## config.mk

```make
export PLATFORM = sky130hd
export DESIGN_NAME = decrypt_cfg_regfile
export DESIGN_NICKNAME = d
export VERILOG_FILES = /design/src/rtl/decrypt_cfg_pkg.sv /design/src/rtl/cfg_shadow_reg.sv /design/src/rtl/decrypt_cfg_regfile.sv
export SDC_FILE = /design/constraint.sdc
export NUM_CORES = 1
export LEC_CHECK = 0
export BUFFER_PORTS_ARGS = -buffer_cell sky130_fd_sc_hd__buf_4
export CAP_MARGIN = 20
export CORE_ASPECT_RATIO = 1.1
export CORE_MARGIN = 5
export CORE_UTILIZATION = 59
export CTS_CLUSTER_SIZE = 10
export DETAILED_ROUTE_END_ITERATION = 8
export PLACE_DENSITY_LB_ADDON = 0.3
export SYNTH_ARGS = -nofsm -noshare
export SYNTH_HDL_FRONTEND = slang
export SYNTH_HIERARCHICAL = 1
export SYNTH_SLANG_ARGS = --single-unit
```

## constraint.sdc

```tcl
create_clock -name clk -period 7.2 [get_ports clk]
set_input_delay 1.08 -clock clk [delete_from_list [all_inputs] [get_ports clk]]
set_output_delay 1.08 -clock clk [all_outputs]
set_load 0.03 [all_outputs]
```

## src/rtl/decrypt_cfg_pkg.sv

```systemverilog
// Shared constants and types for the decryption configuration register file.
package decrypt_cfg_pkg;

  // Register map (byte addresses, registers on even addresses)
  localparam int unsigned ADDR_SELECT   = 32'h00;
  localparam int unsigned ADDR_CTRL     = 32'h02;
  localparam int unsigned ADDR_STATUS   = 32'h04;
  localparam int unsigned ADDR_KEY_BASE = 32'h10;

  // CTRL bit indices
  localparam int unsigned CTRL_COMMIT_BIT  = 0;
  localparam int unsigned CTRL_CLR_ERR_BIT = 1;

  // STATUS bit indices
  localparam int unsigned STATUS_PENDING_BIT = 0;
  localparam int unsigned STATUS_BUSY_BIT    = 1;
  localparam int unsigned STATUS_ERR_LSB     = 8;

  localparam int unsigned ERR_CNT_W = 8;

  typedef enum logic {
    AccOk  = 1'b0,
    AccErr = 1'b1
  } acc_res_e;

  // Saturating increment of the error counter
  function automatic logic [ERR_CNT_W-1:0] err_cnt_inc(input logic [ERR_CNT_W-1:0] cnt);
    return (cnt == '1) ? cnt : cnt + ERR_CNT_W'(1);
  endfunction

endpackage

```

## src/rtl/cfg_shadow_reg.sv

```systemverilog
// One double-buffered configuration register: software writes the shadow copy,
// a commit copies shadow into the active copy seen by the datapath.
module cfg_shadow_reg
  import decrypt_cfg_pkg::*;
#(
  parameter int unsigned W   = 16,
  parameter logic [W-1:0] RST = '0
) (
  input  logic         clk,
  input  logic         rst_n,
  input  logic         i_we,
  input  logic [W-1:0] i_wdata,
  input  logic         i_commit,
  output logic [W-1:0] o_shadow,
  output logic [W-1:0] o_active
);

  logic [W-1:0] r_shadow;
  logic [W-1:0] r_active;

  // Commit samples the pre-edge shadow, so a same-edge write stays in shadow only
  always_ff @(posedge clk) begin
    if (!rst_n) begin
      r_shadow <= RST;
      r_active <= RST;
    end else begin
      if (i_commit) r_active <= r_shadow;
      if (i_we)     r_shadow <= i_wdata;
    end
  end

  assign o_shadow = r_shadow;
  assign o_active = r_active;

endmodule

```

## src/rtl/decrypt_cfg_regfile.sv

```systemverilog
// Decryption configuration register file: double-buffered SELECT and KEY
// registers, busy-deferred commit, one-cycle done/error handshake, status
// register and saturating error counter.
module decrypt_cfg_regfile
  import decrypt_cfg_pkg::*;
#(
  parameter int unsigned ADDR_W   = 8,
  parameter int unsigned DATA_W   = 16,
  parameter int unsigned NUM_KEYS = 3,
  parameter int unsigned SEL_W    = 2,
  parameter logic [NUM_KEYS*DATA_W-1:0] KEY_RST = {16'h0002, 16'hFFFF, 16'h0000}
) (
  input  logic                         clk,
  input  logic                         rst_n,
  input  logic [ADDR_W-1:0]            i_addr,
  input  logic                         i_read,
  input  logic                         i_write,
  input  logic [DATA_W-1:0]            i_wdata,
  output logic [DATA_W-1:0]            o_rdata,
  output logic                         o_done,
  output logic                         o_error,
  input  logic                         i_engine_busy,
  output logic [SEL_W-1:0]             o_select,
  output logic [NUM_KEYS*DATA_W-1:0]   o_keys,
  output logic                         o_cfg_update
);

  // Address decode
  logic                w_hit_sel;
  logic                w_hit_ctrl;
  logic                w_hit_status;
  logic [NUM_KEYS-1:0] w_hit_key;
  logic                w_mapped;

  assign w_hit_sel    = (i_addr == ADDR_W'(ADDR_SELECT));
  assign w_hit_ctrl   = (i_addr == ADDR_W'(ADDR_CTRL));
  assign w_hit_status = (i_addr == ADDR_W'(ADDR_STATUS));

  // Key addresses are all even, so odd addresses fall out as unmapped
  for (genvar gi = 0; gi < NUM_KEYS; gi++) begin : g_key_hit
    assign w_hit_key[gi] = (i_addr == ADDR_W'(ADDR_KEY_BASE + 2 * gi));
  end

  assign w_mapped = w_hit_sel | w_hit_ctrl | w_hit_status | (|w_hit_key);

  // Access classification
  logic     w_req;
  acc_res_e w_res;
  logic     w_err;
  logic     w_wr_ok;
  logic     w_rd_ok;

  assign w_req = i_read | i_write;
  assign w_res = (w_req && ((i_read && i_write) || !w_mapped ||
                            (i_write && w_hit_status) || (i_read && w_hit_ctrl))) ? AccErr : AccOk;
  assign w_err   = (w_res == AccErr);
  assign w_wr_ok = i_write & ~w_err;
  assign w_rd_ok = i_read & ~w_err;

  // Commit control: a COMMIT with the engine idle transfers on the same edge
  logic r_pending;
  logic w_commit_wr;
  logic w_clr_req;
  logic w_xfer;
  logic w_pending_d;

  assign w_commit_wr = w_wr_ok & w_hit_ctrl & i_wdata[CTRL_COMMIT_BIT];
  assign w_clr_req   = i_write & w_hit_ctrl & i_wdata[CTRL_CLR_ERR_BIT];
  assign w_xfer      = (r_pending | w_commit_wr) & ~i_engine_busy;
  assign w_pending_d = w_xfer ? 1'b0 : (r_pending | w_commit_wr);

  // Shadow/active storage
  logic [SEL_W-1:0]           w_sel_shadow;
  logic [NUM_KEYS*DATA_W-1:0] w_key_shadow;

  cfg_shadow_reg #(
    .W   (SEL_W),
    .RST ('0)
  ) u_sel_reg (
    .clk      (clk),
    .rst_n    (rst_n),
    .i_we     (w_wr_ok & w_hit_sel),
    .i_wdata  (i_wdata[SEL_W-1:0]),
    .i_commit (w_xfer),
    .o_shadow (w_sel_shadow),
    .o_active (o_select)
  );

  for (genvar gk = 0; gk < NUM_KEYS; gk++) begin : g_key_reg
    cfg_shadow_reg #(
      .W   (DATA_W),
      .RST (KEY_RST[gk*DATA_W +: DATA_W])
    ) u_key_reg (
      .clk      (clk),
      .rst_n    (rst_n),
      .i_we     (w_wr_ok & w_hit_key[gk]),
      .i_wdata  (i_wdata),
      .i_commit (w_xfer),
      .o_shadow (w_key_shadow[gk*DATA_W +: DATA_W]),
      .o_active (o_keys[gk*DATA_W +: DATA_W])
    );
  end

  // Error counter next state: an error beats a same-edge clear, leaving one error counted
  logic [ERR_CNT_W-1:0] r_err_cnt;
  logic [ERR_CNT_W-1:0] w_err_cnt_d;

  always_comb begin
    w_err_cnt_d = r_err_cnt;
    if (w_err) begin
      w_err_cnt_d = w_clr_req ? ERR_CNT_W'(1) : err_cnt_inc(r_err_cnt);
    end else if (w_clr_req) begin
      w_err_cnt_d = '0;
    end
  end

  // Read data mux over shadow copies and status
  logic [DATA_W-1:0] w_rd_val;

  always_comb begin
    w_rd_val = '0;
    if (w_hit_sel) w_rd_val = DATA_W'(w_sel_shadow);
    if (w_hit_status) begin
      w_rd_val[STATUS_PENDING_BIT]              = r_pending;
      w_rd_val[STATUS_BUSY_BIT]                 = i_engine_busy;
      w_rd_val[STATUS_ERR_LSB +: ERR_CNT_W]     = r_err_cnt;
    end
    for (int k = 0; k < NUM_KEYS; k++) begin
      if (w_hit_key[k]) w_rd_val = w_key_shadow[k*DATA_W +: DATA_W];
    end
  end

  // Handshake outputs, pending flag and error counter
  logic [DATA_W-1:0] r_rdata;
  logic              r_done;
  logic              r_error;
  logic              r_cfg_update;

  always_ff @(posedge clk) begin
    if (!rst_n) begin
      r_pending    <= 1'b0;
      r_err_cnt    <= '0;
      r_rdata      <= '0;
      r_done       <= 1'b0;
      r_error      <= 1'b0;
      r_cfg_update <= 1'b0;
    end else begin
      r_pending    <= w_pending_d;
      r_err_cnt    <= w_err_cnt_d;
      r_rdata      <= w_rd_ok ? w_rd_val : '0;
      r_done       <= w_req;
      r_error      <= w_err;
      r_cfg_update <= w_xfer;
    end
  end

  assign o_rdata      = r_rdata;
  assign o_done       = r_done;
  assign o_error      = r_error;
  assign o_cfg_update = r_cfg_update;

endmodule
```

Word level (Yosys, flattened, before mapping):

Index checks and enable logic that the tools add are counted.
W data, S select, Z words.

* logic and storage cells: 66
* memories: 0
* input port bits: 29
* output and inout port bits: 69
* memory bits (read-only): 0
* flip-flop bits (word level): 128
* bits in writable memories: 0
* latch bits: 0

* div/mod/pow operators: 0
* bitwise operators: 19
* $lt $le $gt $ge: 0
* equality and inequality tests: 7
* add/sub/neg operators: 1
* mux-type cells: 11
* $mul: 0
* reduce and logical (&&, ||, !) cells: 14
* shift operators: 0

Operators by type and width (number)
* $mux W16: 3
* $mux W8: 5
* $eq A8 B5 Y1 const B: 3
* $and A1 B1 Y1: 11
* $add A8 B1 Y8 const B: 1
* $eq A8 B2 Y1 const B: 1
* $eq A8 B3 Y1 const B: 1
* $eq A8 B8 Y1 const B: 1
* $logic_not A8 Y1: 1
* $or A1 B1 Y1: 5
* $logic_and A1 B1 Y1: 4
* $mux W2: 2
* $reduce_and A2 Y1: 2
* $logic_or A1 B1 Y1: 3
* $not A1 Y1: 3
* $reduce_or A3 Y1: 1
* $ne A2 B2 Y1 const B: 1
* $reduce_bool A2 Y1: 1
* $reduce_or A2 Y1: 1
* $logic_not A1 Y1: 1
* $mux W1: 1

Longest topological paths before layout:

Gate-level depths: netlist of the first run.

* word-level depth: 17
* depth in mapped cells: 10
* depth with buffers taken out: 7

Hierarchy:

The synthesis of the first run kept the hierarchy.

By module, submodules not included
* decrypt_cfg_regfile: area an instance 1541.5 µm², times used 1, cells each 198
* cfg_shadow_reg at g_key_reg[0].u_key_reg: area an instance 1234.9 µm², times used 1, cells each 103
* cfg_shadow_reg at g_key_reg[2].u_key_reg: area an instance 1229.9 µm², times used 1, cells each 103
* cfg_shadow_reg at g_key_reg[1].u_key_reg: area an instance 1157.4 µm², times used 1, cells each 103
* cfg_shadow_reg at u_sel_reg: area an instance 145.1 µm², times used 1, cells each 12

Least setup slack after synthesis of the first run:

OpenSTA, ideal clock, no wires.

* path kind: in2reg
* from: input port i_addr[2]
* to: register g_key_reg[2].u_key_reg.r_active[1]
* path buffers: 3
* stages on the path: 10
* arrival: 3040 ps
* data required time: 7076 ps
* setup slack: 4036 ps
* path through: buf_6 -> or4_4 -> nor3_2 -> nand3b_1 -> o21ba_2 -> nor2_1 -> buf_6 -> buf_12 -> mux2i_1 -> nand2_1

* cells in the longest elaborated chain, start to end: 16
* elaborated cells between the ends (all ways): 24
* those cells by class: 5 x eq/ne; 1 x mux; 9 x bitwise; 9 x reduce/logical

RTL lines
* start: declaration: RTL line decrypt_cfg_regfile.sv:15 `input logic [ADDR_W-1:0] i_addr,`
* $eq A8 B2 Y1 / $logic_not A8 Y1 (equally long branches): RTL line decrypt_cfg_regfile.sv:36, decrypt_cfg_regfile.sv:35
* $or A1 B1 Y1 (3 in series): RTL line decrypt_cfg_regfile.sv:44 `assign w_mapped = w_hit_sel | w_hit_ctrl | w_hit_status | (|w_hit_key);`
* $logic_not A1 Y1: RTL line decrypt_cfg_regfile.sv:54 `assign w_res = (w_req && ((i_read && i_write) || !w_mapped ||`
* $logic_or A1 B1 Y1 (2 in series): RTL line decrypt_cfg_regfile.sv:54
* $logic_or A1 B1 Y1: RTL line decrypt_cfg_regfile.sv:55 `(i_write && w_hit_status) || (i_read && w_hit_ctrl))) ? AccErr : AccOk;`
* $logic_and A1 B1 Y1: RTL line decrypt_cfg_regfile.sv:54
* $mux W1: RTL line decrypt_cfg_regfile.sv:55
* $not A1 Y1: RTL line decrypt_cfg_regfile.sv:57 `assign w_wr_ok = i_write & ~w_err;`
* $and A1 B1 Y1: RTL line decrypt_cfg_regfile.sv:57
* $and A1 B1 Y1 * (2 in series): RTL line decrypt_cfg_regfile.sv:67 `assign w_commit_wr = w_wr_ok & w_hit_ctrl & i_wdata[CTRL_COMMIT_BIT];`
* $or A1 B1 Y1 *: RTL line decrypt_cfg_regfile.sv:69 `assign w_xfer = (r_pending | w_commit_wr) & ~i_engine_busy;`
* $and A1 B1 Y1 *: RTL line decrypt_cfg_regfile.sv:69
* via w_xfer: RTL line decrypt_cfg_regfile.sv:64 `logic w_xfer;`
* end signal: assignment: RTL line cfg_shadow_reg.sv:27 `if (i_commit) r_active <= r_shadow;`
* end: declaration: RTL line cfg_shadow_reg.sv:19 `logic [W-1:0] r_active;`

Mark *: on every way through the listed nets, which the timed path passes. The rest lies on a longest branch.
A chain may end at the register's enable or synchronous reset.

Final worst setup path of the first run:

* from: input port i_addr[2]
* to: register g_key_reg[1].u_key_reg.r_active[4]

* cells in the longest elaborated chain, start to end: 16
* elaborated cells between the ends (all ways): 24
* those cells by class: 5 x eq/ne; 1 x mux; 9 x bitwise; 9 x reduce/logical

RTL lines (RTL line)
* $eq A8 B2 Y1 / $logic_not A8 Y1 (equally long branches): decrypt_cfg_regfile.sv:36, decrypt_cfg_regfile.sv:35
* $or A1 B1 Y1 (3 in series): decrypt_cfg_regfile.sv:44
* $logic_not A1 Y1: decrypt_cfg_regfile.sv:54
* $logic_or A1 B1 Y1 (2 in series): decrypt_cfg_regfile.sv:54
* $logic_or A1 B1 Y1: decrypt_cfg_regfile.sv:55
* $logic_and A1 B1 Y1: decrypt_cfg_regfile.sv:54
* $mux W1: decrypt_cfg_regfile.sv:55
* $not A1 Y1: decrypt_cfg_regfile.sv:57
* $and A1 B1 Y1: decrypt_cfg_regfile.sv:57
* $and A1 B1 Y1 * (2 in series): decrypt_cfg_regfile.sv:67
* $or A1 B1 Y1 *: decrypt_cfg_regfile.sv:69
* $and A1 B1 Y1 *: decrypt_cfg_regfile.sv:69
* via w_xfer: decrypt_cfg_regfile.sv:64
* end signal: assignment: cfg_shadow_reg.sv:27
* end: declaration: cfg_shadow_reg.sv:19

Marks and branches as above.

==> metrics.yaml, run 1 <==
yosysSeqAreaShare: 0.483
preCtsSetupSlack_ns: 3.07
post_synth_and_or_nand_nor_area_fraction: 0.182
synth-compound-area-share: 0.0632
critical-path-max-stage-delay_ns: 0.70
detail_route.vias_per_cell: 5.54
status: "finished, final reports clean"
worst_r2r_startpoint: "r_pending"
io_pins: 98
synthAdderAreaFrac: 0.00236
cts-resized-gates: 0
timing.final.setup_violations: 0
cts_max_level: 4
worst_path_most_repeated_cell: "sky130_fd_sc_hd__buf_4"
clk_latency_ns: 0.52
post_layout_worst_setup_margin_ns: 3.54
cts_sinks: 128
finalSetupTns_ns: 0
slew_headroom: 0.389
synth_top_family_by_area: "multiplexers"
cts-root-to-sink-buffers: 2
antenna_violations_before_repair: 0
worst_ir_drop_vdd_mv: 0.157
die-area_sq_mm: 0.0110
dr_total_vias: 4061
gp_congestion: 0.828
critical_path.endpoint_type: "flop"
core-area_sq_mm: 0.00883
finalCriticalPeriod_ns: 3.66
area_growth_syn_to_layout_pct: 23.3
numPortBuffers: 97
fmax_mhz: 273
crit_start: "i_addr[2]"
clock-root-buffer: "sky130_fd_sc_hd__clkbuf_8"
start_util: 0.601
route.detailed.wl_per_inst_um: 17.1
yosys_cell_types: 40
dieWidth_um: 100
crit_path_max_fo: 28
post_synthesis_area_per_instance_sq_um: 10.2
post_dp_cell_area_sq_mm: 0.00597
via_count_of_the_first_global_routing_pass: 3972
most_area_hungry_cell_type_in_the_yosys_netlist: "sky130_fd_sc_hd__dfxtp_1"
finalMaxSlewViolations: 0
row_count: 36
grt_start_max_net_pins: 109
drt.antenna.violating_nets: 0
grt_setup_unrepaired: "no"
sequentialPowerShare: 0.449
num_antenna_cells: 0
pwr-share-comb: 0.041
cts_setup_buffers: 0
hold-path-cell-count: 2
yosysTopAreaCellShare: 0.483
reported_max_cap_violation_count: 0
share_clk_of_total_power: 0.510
drive_above_1_share: 0.242
ff2ff_setup_slack_ns: 4.90
final_net_count: 638
leakagePower_nw: 2.33
r2r_end: "g_key_reg[1].u_key_reg/o_active[4]"
cts_hold_buffers: 0
number_of_warning_messages_in_the_yosys_log: 6
net_count_of_the_mapped_netlist: 549
globalRouteOverflowTotal: 0
synth_seq_cells: 128
setup.worst_path.class: "in2reg"
path_clk_slew_ns: 0.05
numCtsBuffers: 17
critical_path_buf_inv_count: 2
grt_util_all_layers: 0.233
synth.area.top_cells: "sky130_fd_sc_hd__dfxtp_1, sky130_fd_sc_hd__mux2i_1, sky130_fd_sc_hd__nor2b_1"
detail_route.drc_violations: 0
grt_pass1_wl_um: 20000
required_time_at_the_worst_slack_endpoint_ns: 7.56
reg2reg_depth: 5
fin_worst_skew_ns: 0.0150
setup.worst_path.start_class: "input pin"
cp_max_stage_cell: "sky130_fd_sc_hd__nor2_4"
cp_cell_sequence: "buf_4 -> or4_4 -> nor3_2 -> nand3b_1 -> o21ba_2 -> nor2_4 -> buf_4 -> mux2i_1 -> nand2_1"
power.total_mw: 1.59
drt_first_pass_iters: 4
drt-initial-drc-count: 253
worst_hold_path.endpoint: "g_key_reg[1].u_key_reg/o_active[1]"
post-route-period-util: 0.508
crit_family: "simple AND/OR/NAND/NOR gates"
post_synth_inst_count: 519
power_switching_share: 0.202
final-hold-violation-count: 0
internal_power_mw: 1.27
cts_tree: "yes"
netlist_area_sq_mm: 0.00531
tightestPinTransition_ns: 0.914
dieHeight_um: 109
switchingPower_mw: 0.322
dpl.hpwl_um: 8210
fin_area_sq_mm: 0.00654
hold_path_startpoint: "g_key_reg[1].u_key_reg/o_active[1]"
hold_path_class: "reg2reg"
worst_ep_arrival_time_ns: 4.02
muxShareOfSynthArea: 0.211
postRouteWirelength_um: 12500
powerDensity_mw_per_mm2: 244
synth_xor_area_frac: 0
-- final cells by class --
type / instances / area, sq um
repair buffers: 102 / 786
clock inverters: 6 / 80.1
well taps: 114 / 143
clock buffers: 24 / 490
multi-input cells: 352 / 2460
flip-flops and latches: 128 / 2560
inverters: 7 / 26.3
fillers: 631 / 2280
-- cells in the final DEF (no fill, tap or decap), types with 2 or more instances in the layout --
| cell | synthesis | routed |
|---|---|---|
| sky130_fd_sc_hd__nor3b_2 | 1 | 2 |
| sky130_fd_sc_hd__nor4_1 | 2 | 2 |
| sky130_fd_sc_hd__a32oi_1 | 2 | 2 |
| sky130_fd_sc_hd__mux2_2 | 8 | 8 |
| sky130_fd_sc_hd__buf_4 | 1 | 101 |
| sky130_fd_sc_hd__inv_1 | 7 | 7 |
| sky130_fd_sc_hd__bufinv_16 | 0 | 2 |
| sky130_fd_sc_hd__dfxtp_1 | 128 | 128 |
| sky130_fd_sc_hd__clkinv_2 | 0 | 4 |
| sky130_fd_sc_hd__nor2b_1 | 70 | 70 |
| sky130_fd_sc_hd__o22ai_1 | 3 | 3 |
| sky130_fd_sc_hd__nand3_1 | 8 | 8 |
| sky130_fd_sc_hd__a31oi_1 | 2 | 2 |
| sky130_fd_sc_hd__clkbuf_16 | 0 | 16 |
| sky130_fd_sc_hd__clkbuf_1 | 15 | 2 |
| sky130_fd_sc_hd__nor3_1 | 12 | 11 |
| sky130_fd_sc_hd__nor3_2 | 1 | 2 |
| sky130_fd_sc_hd__nor2_1 | 28 | 26 |
| sky130_fd_sc_hd__o21ai_0 | 14 | 14 |
| sky130_fd_sc_hd__nand2_1 | 47 | 47 |
| sky130_fd_sc_hd__or3_1 | 6 | 6 |
| sky130_fd_sc_hd__and3_1 | 2 | 2 |
| sky130_fd_sc_hd__a21oi_1 | 20 | 20 |
| sky130_fd_sc_hd__mux2i_1 | 103 | 103 |
| sky130_fd_sc_hd__clkbuf_8 | 0 | 6 |
| sky130_fd_sc_hd__a22oi_1 | 8 | 8 |
-- state kept, by name (all words and copies together) (netlist names) --
name and count:
g_key.u_key_reg/o_shadow 48, o_error 1, u_sel_reg/o_shadow 2, o_rdata 16, o_done 1, o_cfg_update 1, g_key.u_key_reg/o_active 48, r_err_cnt 8
r_pending 1, u_sel_reg/o_active 2
-- tightest hold or removal path, stage by stage, from the launching register on --
cell and delay, ns:
sky130_fd_sc_hd__dfxtp_1 0.33, sky130_fd_sc_hd__mux2i_1 0.07, sky130_fd_sc_hd__nand2_1 0.06
-- Yosys cell counts --
library cell / number
sky130_fd_sc_hd__a211oi_1: 1
sky130_fd_sc_hd__a211oi_2: 1
sky130_fd_sc_hd__a21oi_1: 20
sky130_fd_sc_hd__a22o_1: 1
sky130_fd_sc_hd__a22oi_1: 8
sky130_fd_sc_hd__a31oi_1: 2
sky130_fd_sc_hd__a32oi_1: 2
sky130_fd_sc_hd__and2_1: 1
sky130_fd_sc_hd__and3_1: 2
sky130_fd_sc_hd__buf_12: 6
sky130_fd_sc_hd__buf_2: 2
sky130_fd_sc_hd__buf_4: 1
sky130_fd_sc_hd__buf_6: 8
sky130_fd_sc_hd__clkbuf_1: 15
sky130_fd_sc_hd__dfxtp_1: 128
sky130_fd_sc_hd__ha_1: 1
sky130_fd_sc_hd__inv_1: 7
sky130_fd_sc_hd__mux2_2: 8
sky130_fd_sc_hd__mux2i_1: 103
sky130_fd_sc_hd__nand2_1: 47
sky130_fd_sc_hd__nand3_1: 8
sky130_fd_sc_hd__nand3b_1: 1
sky130_fd_sc_hd__nand4_1: 1
sky130_fd_sc_hd__nand4b_1: 1
sky130_fd_sc_hd__nor2_1: 28
sky130_fd_sc_hd__nor2b_1: 70
sky130_fd_sc_hd__nor3_1: 12
sky130_fd_sc_hd__nor3_2: 1
sky130_fd_sc_hd__nor3b_1: 1
sky130_fd_sc_hd__nor3b_2: 1
sky130_fd_sc_hd__nor4_1: 2
sky130_fd_sc_hd__o21ai_0: 14
sky130_fd_sc_hd__o21ai_2: 1
sky130_fd_sc_hd__o21ba_2: 1
sky130_fd_sc_hd__o22ai_1: 3
sky130_fd_sc_hd__o31a_1: 1
sky130_fd_sc_hd__or2_2: 1
sky130_fd_sc_hd__or2b_2: 1
sky130_fd_sc_hd__or3_1: 6
sky130_fd_sc_hd__or4_4: 1
-- layer usage --
layer	routed length, um	GRT usage	up-vias
met2	6190	0.384	141
met3	811	0.0679	14
met4	182	0.0857	0
li1	-	-	1965
met5	0	0	-
met1	5330	0.290	1941
-- worst max path at each step --
stage | end | cells after the start | slack [ns]
2_1_floorplan | g_key_reg[2].u_key_reg/o_active[1] | 10 | 4.04
3_3_place_gp | g_key_reg[2].u_key_reg/o_active[1] | 9 | 3.18
3_5_place_dp | g_key_reg[1].u_key_reg/o_active[4] | 9 | 3.07
4_1_cts | g_key_reg[1].u_key_reg/o_active[4] | 9 | 3.58
5_1_grt | g_key_reg[1].u_key_reg/o_active[2] | 9 | 3.42
6_report | g_key_reg[1].u_key_reg/o_active[4] | 9 | 3.54
-- through the flow --
stage          utilization  hold slack, ns  instances
2_1_floorplan            -           0.434        519
3_3_place_gp         0.673           0.462        702
3_5_place_dp         0.677           0.463        703
4_1_cts              0.741           0.484        733
5_1_grt              0.741           0.504        733
6_report             0.741           0.484        733
-- power groups by stage --
stage	combinational, mW	clock, mW	sequential [mW]
final	0.0651	0.813	0.715
after global routing	0.0708	0.861	0.715
after CTS	0.0645	0.822	0.715
after detailed placement	0.0639	0	0.730
after global placement	0.0624	0	0.730
after floorplan	0.0373	0	0.731
-- logic make-up (layout without fill, tap and decap cells) --
| group | count (synthesis) | in the layout |
|---|---|---|
| compound gates | 55 | 55 |
| mux | 111 | 111 |
| flops | 128 | 128 |
| fa+ha+maj | 1 | 1 |
| simple gates | 185 | 185 |
| buf+inv | 39 | 139 |
Note: power is estimated with default switching activity, not from simulation.
==> run 2, diff against run 1 <==
- CORE_UTILIZATION: 59 -> 55
- clock period: 7.2 -> 3.4 ns (I/O delays scaled with it)
==> run 2 against run 1 <==
Net effect: cell area increased by 1.8%; count of clock-buffer cells in the layout decreased by 2; via count decreased by 1.6%; wire length increased by 0.19%; critical path type unchanged; largest power group unchanged.
==> metrics.yaml, run 2 (synthesis gave the netlist of run 1 again) <==
route.detailed.wl_per_inst_um: 16.9  # -0.76%
numCtsBuffers: 17  # unchanged
cts-root-to-sink-buffers: 2  # unchanged
detail_route.drc_violations: 0  # unchanged
status: "finished, final reports clean"
io_pins: 98  # unchanged
post_layout_worst_setup_margin_ns: 1.08  # -2.46 ns
fmax_mhz: 431
cts_hold_buffers: 0  # unchanged
most_frequent_standard_cell_in_the_layout_excluding_fill_and_tap_cells: "sky130_fd_sc_hd__dfxtp_1"
reported_max_cap_violation_count: 0  # unchanged
path_clk_slew_ns: 0.05  # about the same
fin_area_sq_mm: 0.00666  # +1.8%
switchingPower_mw: 0.711  # +120%
worst_ir_drop_vdd_mv: 0.456  # +190%
reg2reg_depth: 6  # +1
required_time_at_the_worst_slack_endpoint_ns: 3.78  # -3.78 ns
core-area_sq_mm: 0.00940  # +6.4%
fin_worst_skew_ns: 0.00730  # -0.00767 ns
cts_tree: "yes"
hold-path-cell-count: 2  # unchanged
post-route-period-util: 0.683
die-area_sq_mm: 0.0117  # +6.6%
drt.antenna.violating_nets: 0  # unchanged
gp_congestion: 0.826  # -0.17%
post_dp_cell_area_sq_mm: 0.00597  # about the same
final_net_count: 640  # +0.31%
r2r_end: "r_err_cnt[1]"
powerDensity_mw_per_mm2: 563  # +130%
via_count_of_the_first_global_routing_pass: 4085  # +2.8%
dieHeight_um: 113  # +3.2%
grt_setup_unrepaired: "no"
globalRouteOverflowTotal: 0  # unchanged
fillerInstances: 706  # +12%
cts_sinks: 128  # unchanged
drt_first_pass_iters: 5  # +1
setup.worst_path.class: "in2reg"
final-seq-area_sq_mm: 0.00256  # unchanged
detail_route.vias_per_cell: 5.40  # -2.5%
clk_latency_ns: 0.51  # about the same
share_clk_of_total_power: 0.559  # +0.049
tightestPinTransition_ns: 0.815  # -0.0987 ns
critical_path_end: "g_key_reg[1].u_key_reg/o_active[9]"
critical_path.endpoint_type: "flop"
crit_start: "i_addr[2]"
grt_pass1_wl_um: 20500  # +2.7%
layout_common_cells: "sky130_fd_sc_hd__dfxtp_1, sky130_fd_sc_hd__buf_4, sky130_fd_sc_hd__mux2i_1"
postRouteWirelength_um: 12500  # +0.19%
internal_power_mw: 3.04  # +140%
worst_r2r_startpoint: "r_err_cnt[0]"
preCtsSetupSlack_ns: 0.563  # -2.50 ns
start_util: 0.565  # -0.0364
fin_util: 0.709  # -0.0321
antenna_violations_before_repair: 0  # unchanged
final-hold-violation-count: 0  # unchanged
multi_input_comb_area_sq_mm: 0.00246  # unchanged
drt-initial-drc-count: 246  # -2.8%
row_count: 37  # +2.8%
num_antenna_cells: 0  # unchanged
cts_max_level: 4  # unchanged
cts-resized-gates: 0  # unchanged
finalCriticalPeriod_ns: 2.32
finalSetupTns_ns: 0  # unchanged
pwr-share-comb: 0.037  # -0.004
ff2ff_setup_slack_ns: 1.58  # -3.32 ns
leakagePower_nw: 2.38  # +2.4%
cts_setup_buffers: 0  # unchanged
clock-root-buffer: "sky130_fd_sc_hd__clkbuf_8"
power_switching_share: 0.190  # -0.0122
dr_total_vias: 3997  # -1.6%
drive_above_1_share: 0.247  # +0.00486
timing.final.setup_violations: 0  # unchanged
slew_headroom: 0.455  # +0.0657
worst_ep_arrival_time_ns: 2.70  # -1.32 ns
grt_start_max_net_pins: 67  # -39%
numPortBuffers: 97  # unchanged
hold_path_class: "in2reg"
crit_path_max_fo: 30  # +7.1%
sequentialPowerShare: 0.404  # -0.045
dpl.hpwl_um: 8360  # +1.8%
setup.worst_path.start_class: "input pin"
area_growth_syn_to_layout_pct: 25.5
dieWidth_um: 104  # +3.2%
finalMaxSlewViolations: 0  # unchanged
grt_util_all_layers: 0.214  # -0.0191
[run 2: area by class of cell]
class	count	area share
flip-flops and latches	128	0.385
multi-input cells	352	0.369
repair buffers	104	0.117
clock buffers	22	0.0695
clock inverters	10	0.0344
well taps	117	0.0220
inverters	7	0.00394
[run 2: power by group through the flow]
| stage | sequential [mW] | clock, mW | combinational, mW |
|---|---|---|---|
| after CTS | 1.51 | 2.12 | 0.138 |
| after global routing | 1.51 | 2.20 | 0.151 |
| after detailed placement | 1.55 | 0 | 0.137 |
| after floorplan | 1.55 | 0 | 0.0790 |
| after global placement | 1.55 | 0 | 0.134 |
| final | 1.51 | 2.10 | 0.139 |
[run 2: routing by layer]
metal,routed length [um],share of wire,global-route usage
met5,0,0,0
met2,6250,0.50,0.359
met3,724,0.058,0.0702
met1,5420,0.43,0.259
met4,146,0.012,0.0708
[run 2: metrics by stage]
step | hold slack (ns) | total power [mW] | cells
2_1_floorplan | 0.434 | 1.63 | 519
3_3_place_gp | 0.459 | 1.68 | 708
3_5_place_dp | 0.463 | 1.68 | 708
4_1_cts | 0.199 | 3.78 | 740
5_1_grt | 0.202 | 3.86 | 740
6_report | 0.223 | 3.75 | 740
[run 2: worst min path at each step]
stage | to | startpoint | slack, ns
4_1_cts | o_cfg_update | i_engine_busy | 0.20
5_1_grt | o_cfg_update | i_engine_busy | 0.20
6_report | o_cfg_update | i_engine_busy | 0.22
3_3_place_gp | g_key_reg[1].u_key_reg/o_active[4] | g_key_reg[1].u_key_reg/o_active[4] | 0.46
2_1_floorplan | r_err_cnt[7] | r_err_cnt[7] | 0.43
3_5_place_dp | g_key_reg[1].u_key_reg/o_active[4] | g_key_reg[1].u_key_reg/o_active[4] | 0.46
[run 2: worst max-delay path: stages]
cell and delay [ns]:
sky130_fd_sc_hd__buf_4 0.21, sky130_fd_sc_hd__or4_4 0.45, sky130_fd_sc_hd__nor3_2 0.14, sky130_fd_sc_hd__nand3b_1 0.19
sky130_fd_sc_hd__o21ba_2 0.30, sky130_fd_sc_hd__nor2_4 0.09, sky130_fd_sc_hd__buf_4 0.45, sky130_fd_sc_hd__mux2i_1 0.26
sky130_fd_sc_hd__nand2_1 0.07
==> run 3, diff against run 2 <==
- clock period: 3.4 -> 2.4 ns (I/O delays scaled with it)
==> run 3 against run 2 <==
Net effect: non-clock buffer count rose by 7; flip-flop and latch count unchanged; largest cell class unchanged; register-to-register slack lost 0.94 ns; critical path type unchanged; cell count grew 0.95%; critical path depth stayed put; worst hold slack got worse by 0.15 ns; wire length up 1.3%.
==> metrics.yaml, run 3 (synthesis gave the netlist of run 1 again) <==
fin_util: 0.705  # -0.00426
clock-root-buffer: "sky130_fd_sc_hd__clkbuf_8"
required_time_at_the_worst_slack_endpoint_ns: 2.76  # -1.02 ns
setup.worst_path.start_class: "input pin"
reg2reg_depth: 6  # unchanged
wire_length_on_met1_um: 5180  # -4.4%
numCtsBuffers: 17  # unchanged
fin_worst_hold_slack_ns: 0.0714  # -0.152 ns
leakagePower_nw: 2.36  # -0.93%
switchingPower_mw: 1.03  # +45%
worst_ep_arrival_time_ns: 2.29  # -0.41 ns
num_antenna_cells: 0  # unchanged
finalSetupTns_ns: 0  # unchanged
grt_pass1_wl_um: 20800  # +1.7%
finalCriticalPeriod_ns: 1.93
cts_hold_buffers: 0  # unchanged
path_clk_slew_ns: 0.06  # about the same
dieHeight_um: 113  # unchanged
total_met2_wirelength_after_detailed_routing_um: 6320  # +1.2%
worst_ir_drop_vdd_mv: 0.567  # +24%
globalRouteOverflowTotal: 0  # unchanged
power.total_mw: 4.81  # +28%
drt-initial-drc-count: 209  # -15%
worst_r2r_startpoint: "r_err_cnt[0]"
core-area_sq_mm: 0.00940  # unchanged
timing.final.setup_violations: 0  # unchanged
cts_setup_buffers: 0  # unchanged
row_count: 37  # unchanged
drt.antenna.violating_nets: 0  # unchanged
pwr-share-comb: 0.042  # +0.005
cts-root-to-sink-buffers: 2  # unchanged
slew_headroom: 0.432  # -0.0231
area_growth_syn_to_layout_pct: 24.8
status: "finished, final reports clean"
dr_wl_met3_um: 913  # +26%
fmax_mhz: 518
final-hold-violation-count: 0  # unchanged
critical_path.endpoint_type: "flop"
antenna_violations_before_repair: 0  # unchanged
cts_max_level: 4  # unchanged
grt_util_all_layers: 0.218  # +0.00397
layout_common_cells: "sky130_fd_sc_hd__dfxtp_1, sky130_fd_sc_hd__buf_4, sky130_fd_sc_hd__mux2i_1"
internal_power_mw: 3.78  # +24%
numPortBuffers: 97  # unchanged
crit_path_max_fo: 34  # +13%
numPlacedInstances: 715  # +0.99%
setup.worst_path.class: "in2reg"
dpl.hpwl_um: 8570  # +2.5%
reported_max_cap_violation_count: 0  # unchanged
power_switching_share: 0.214  # +0.0242
drt_first_pass_iters: 5  # unchanged
cts_sinks: 128  # unchanged
cts_tree: "yes"
hold_path_class: "in2reg"
r2r_end: "r_err_cnt[1]"
final_cells: 747  # +0.95%
hold-path-cell-count: 2  # unchanged
sequentialPowerShare: 0.446  # +0.042
fin_worst_skew_ns: 0.0150  # +0.00772 ns
start_util: 0.565  # unchanged
gp_congestion: 0.791  # -4.3%
ff2ff_setup_slack_ns: 0.64  # -0.94 ns
powerDensity_mw_per_mm2: 726  # +29%
grt_setup_unrepaired: "no"
clk_latency_ns: 0.52  # about the same
worst_hold_path.endpoint: "o_cfg_update"
maxUsedRoutingLayer: "met4"
final_net_count: 647  # +1.1%
most_frequent_standard_cell_in_the_layout_excluding_fill_and_tap_cells: "sky130_fd_sc_hd__dfxtp_1"
detail_route.drc_violations: 0  # unchanged
dr_total_vias: 4110  # +2.8%
drive_above_1_share: 0.254  # +0.00678
via_count_of_the_first_global_routing_pass: 4191  # +2.6%
io_pins: 98  # unchanged
share_clk_of_total_power: 0.512  # -0.047
route.detailed.wl_per_inst_um: 17.0  # +0.37%
detail_route.vias_per_cell: 5.50  # +1.9%
postRouteWirelength_um: 12700  # +1.3%
grt_start_max_net_pins: 107  # +60%
post-route-period-util: 0.804
hold_path_startpoint: "i_engine_busy"
die-area_sq_mm: 0.0117  # unchanged
dieWidth_um: 104  # unchanged
tightestPinTransition_ns: 0.852  # +0.0369 ns
cts-resized-gates: 0  # unchanged
finalMaxSlewViolations: 0  # unchanged
run 3: routing by layer:
| layer | vias up | GRT usage |
|---|---|---|
| li1 | 1973 | - |
| met1 | 1963 | 0.259 |
| met2 | 149 | 0.369 |
| met3 | 25 | 0.0627 |
| met4 | 0 | 0.0907 |
| met5 | - | 0 |
run 3: cell type report:
type | count | area (sq um)
fillers | 724 | 2770
flip-flops and latches | 128 | 2560
multi-input cells | 352 | 2460
repair buffers | 111 | 858
clock buffers | 23 | 467
well taps | 117 | 146
clock inverters | 9 | 108
inverters | 7 | 26.3
run 3: metrics by stage:
stage	worst slack (ns)	cell area, sq um
4_1_cts	0.482	6620
5_1_grt	0.390	6620
3_5_place_dp	-0.0365	6050
2_1_floorplan	0.0801	5310
6_report	0.470	6620
3_3_place_gp	0.0200	6050
run 3: power by group through the flow:
stage          clock network [mW]  registers [mW]  logic [mW]
5_1_grt                      2.59            2.14       0.220
6_report                     2.46            2.14       0.202
4_1_cts                      2.48            2.14       0.201
3_3_place_gp                    0            2.19       0.193
3_5_place_dp                    0            2.19       0.199
2_1_floorplan                   0            2.19       0.112
run 3: worst max-delay path by stage:
stage,startpoint,endpoint,slack [ns],depth (start not counted)
floorplan,i_addr[2],g_key_reg[2].u_key_reg/o_active[1],0.08,10
global placement,i_addr[5],g_key_reg[1].u_key_reg/o_active[7],0.02,9
detailed placement,i_addr[5],g_key_reg[1].u_key_reg/o_active[5],-0.04,9
CTS,i_addr[5],g_key_reg[1].u_key_reg/o_active[5],0.48,9
global route,i_addr[5],g_key_reg[1].u_key_reg/o_active[5],0.39,9
finish,i_addr[5],g_key_reg[1].u_key_reg/o_active[5],0.47,9
run 3: critical path: stages:
cell	delay, ns
sky130_fd_sc_hd__buf_4	0.11
sky130_fd_sc_hd__or4_4	0.54
sky130_fd_sc_hd__nor3_2	0.16
sky130_fd_sc_hd__nand3b_1	0.12
sky130_fd_sc_hd__o21ba_2	0.27
sky130_fd_sc_hd__nor2_4	0.13
sky130_fd_sc_hd__buf_12	0.26
sky130_fd_sc_hd__mux2i_1	0.23
sky130_fd_sc_hd__nand2_1	0.08
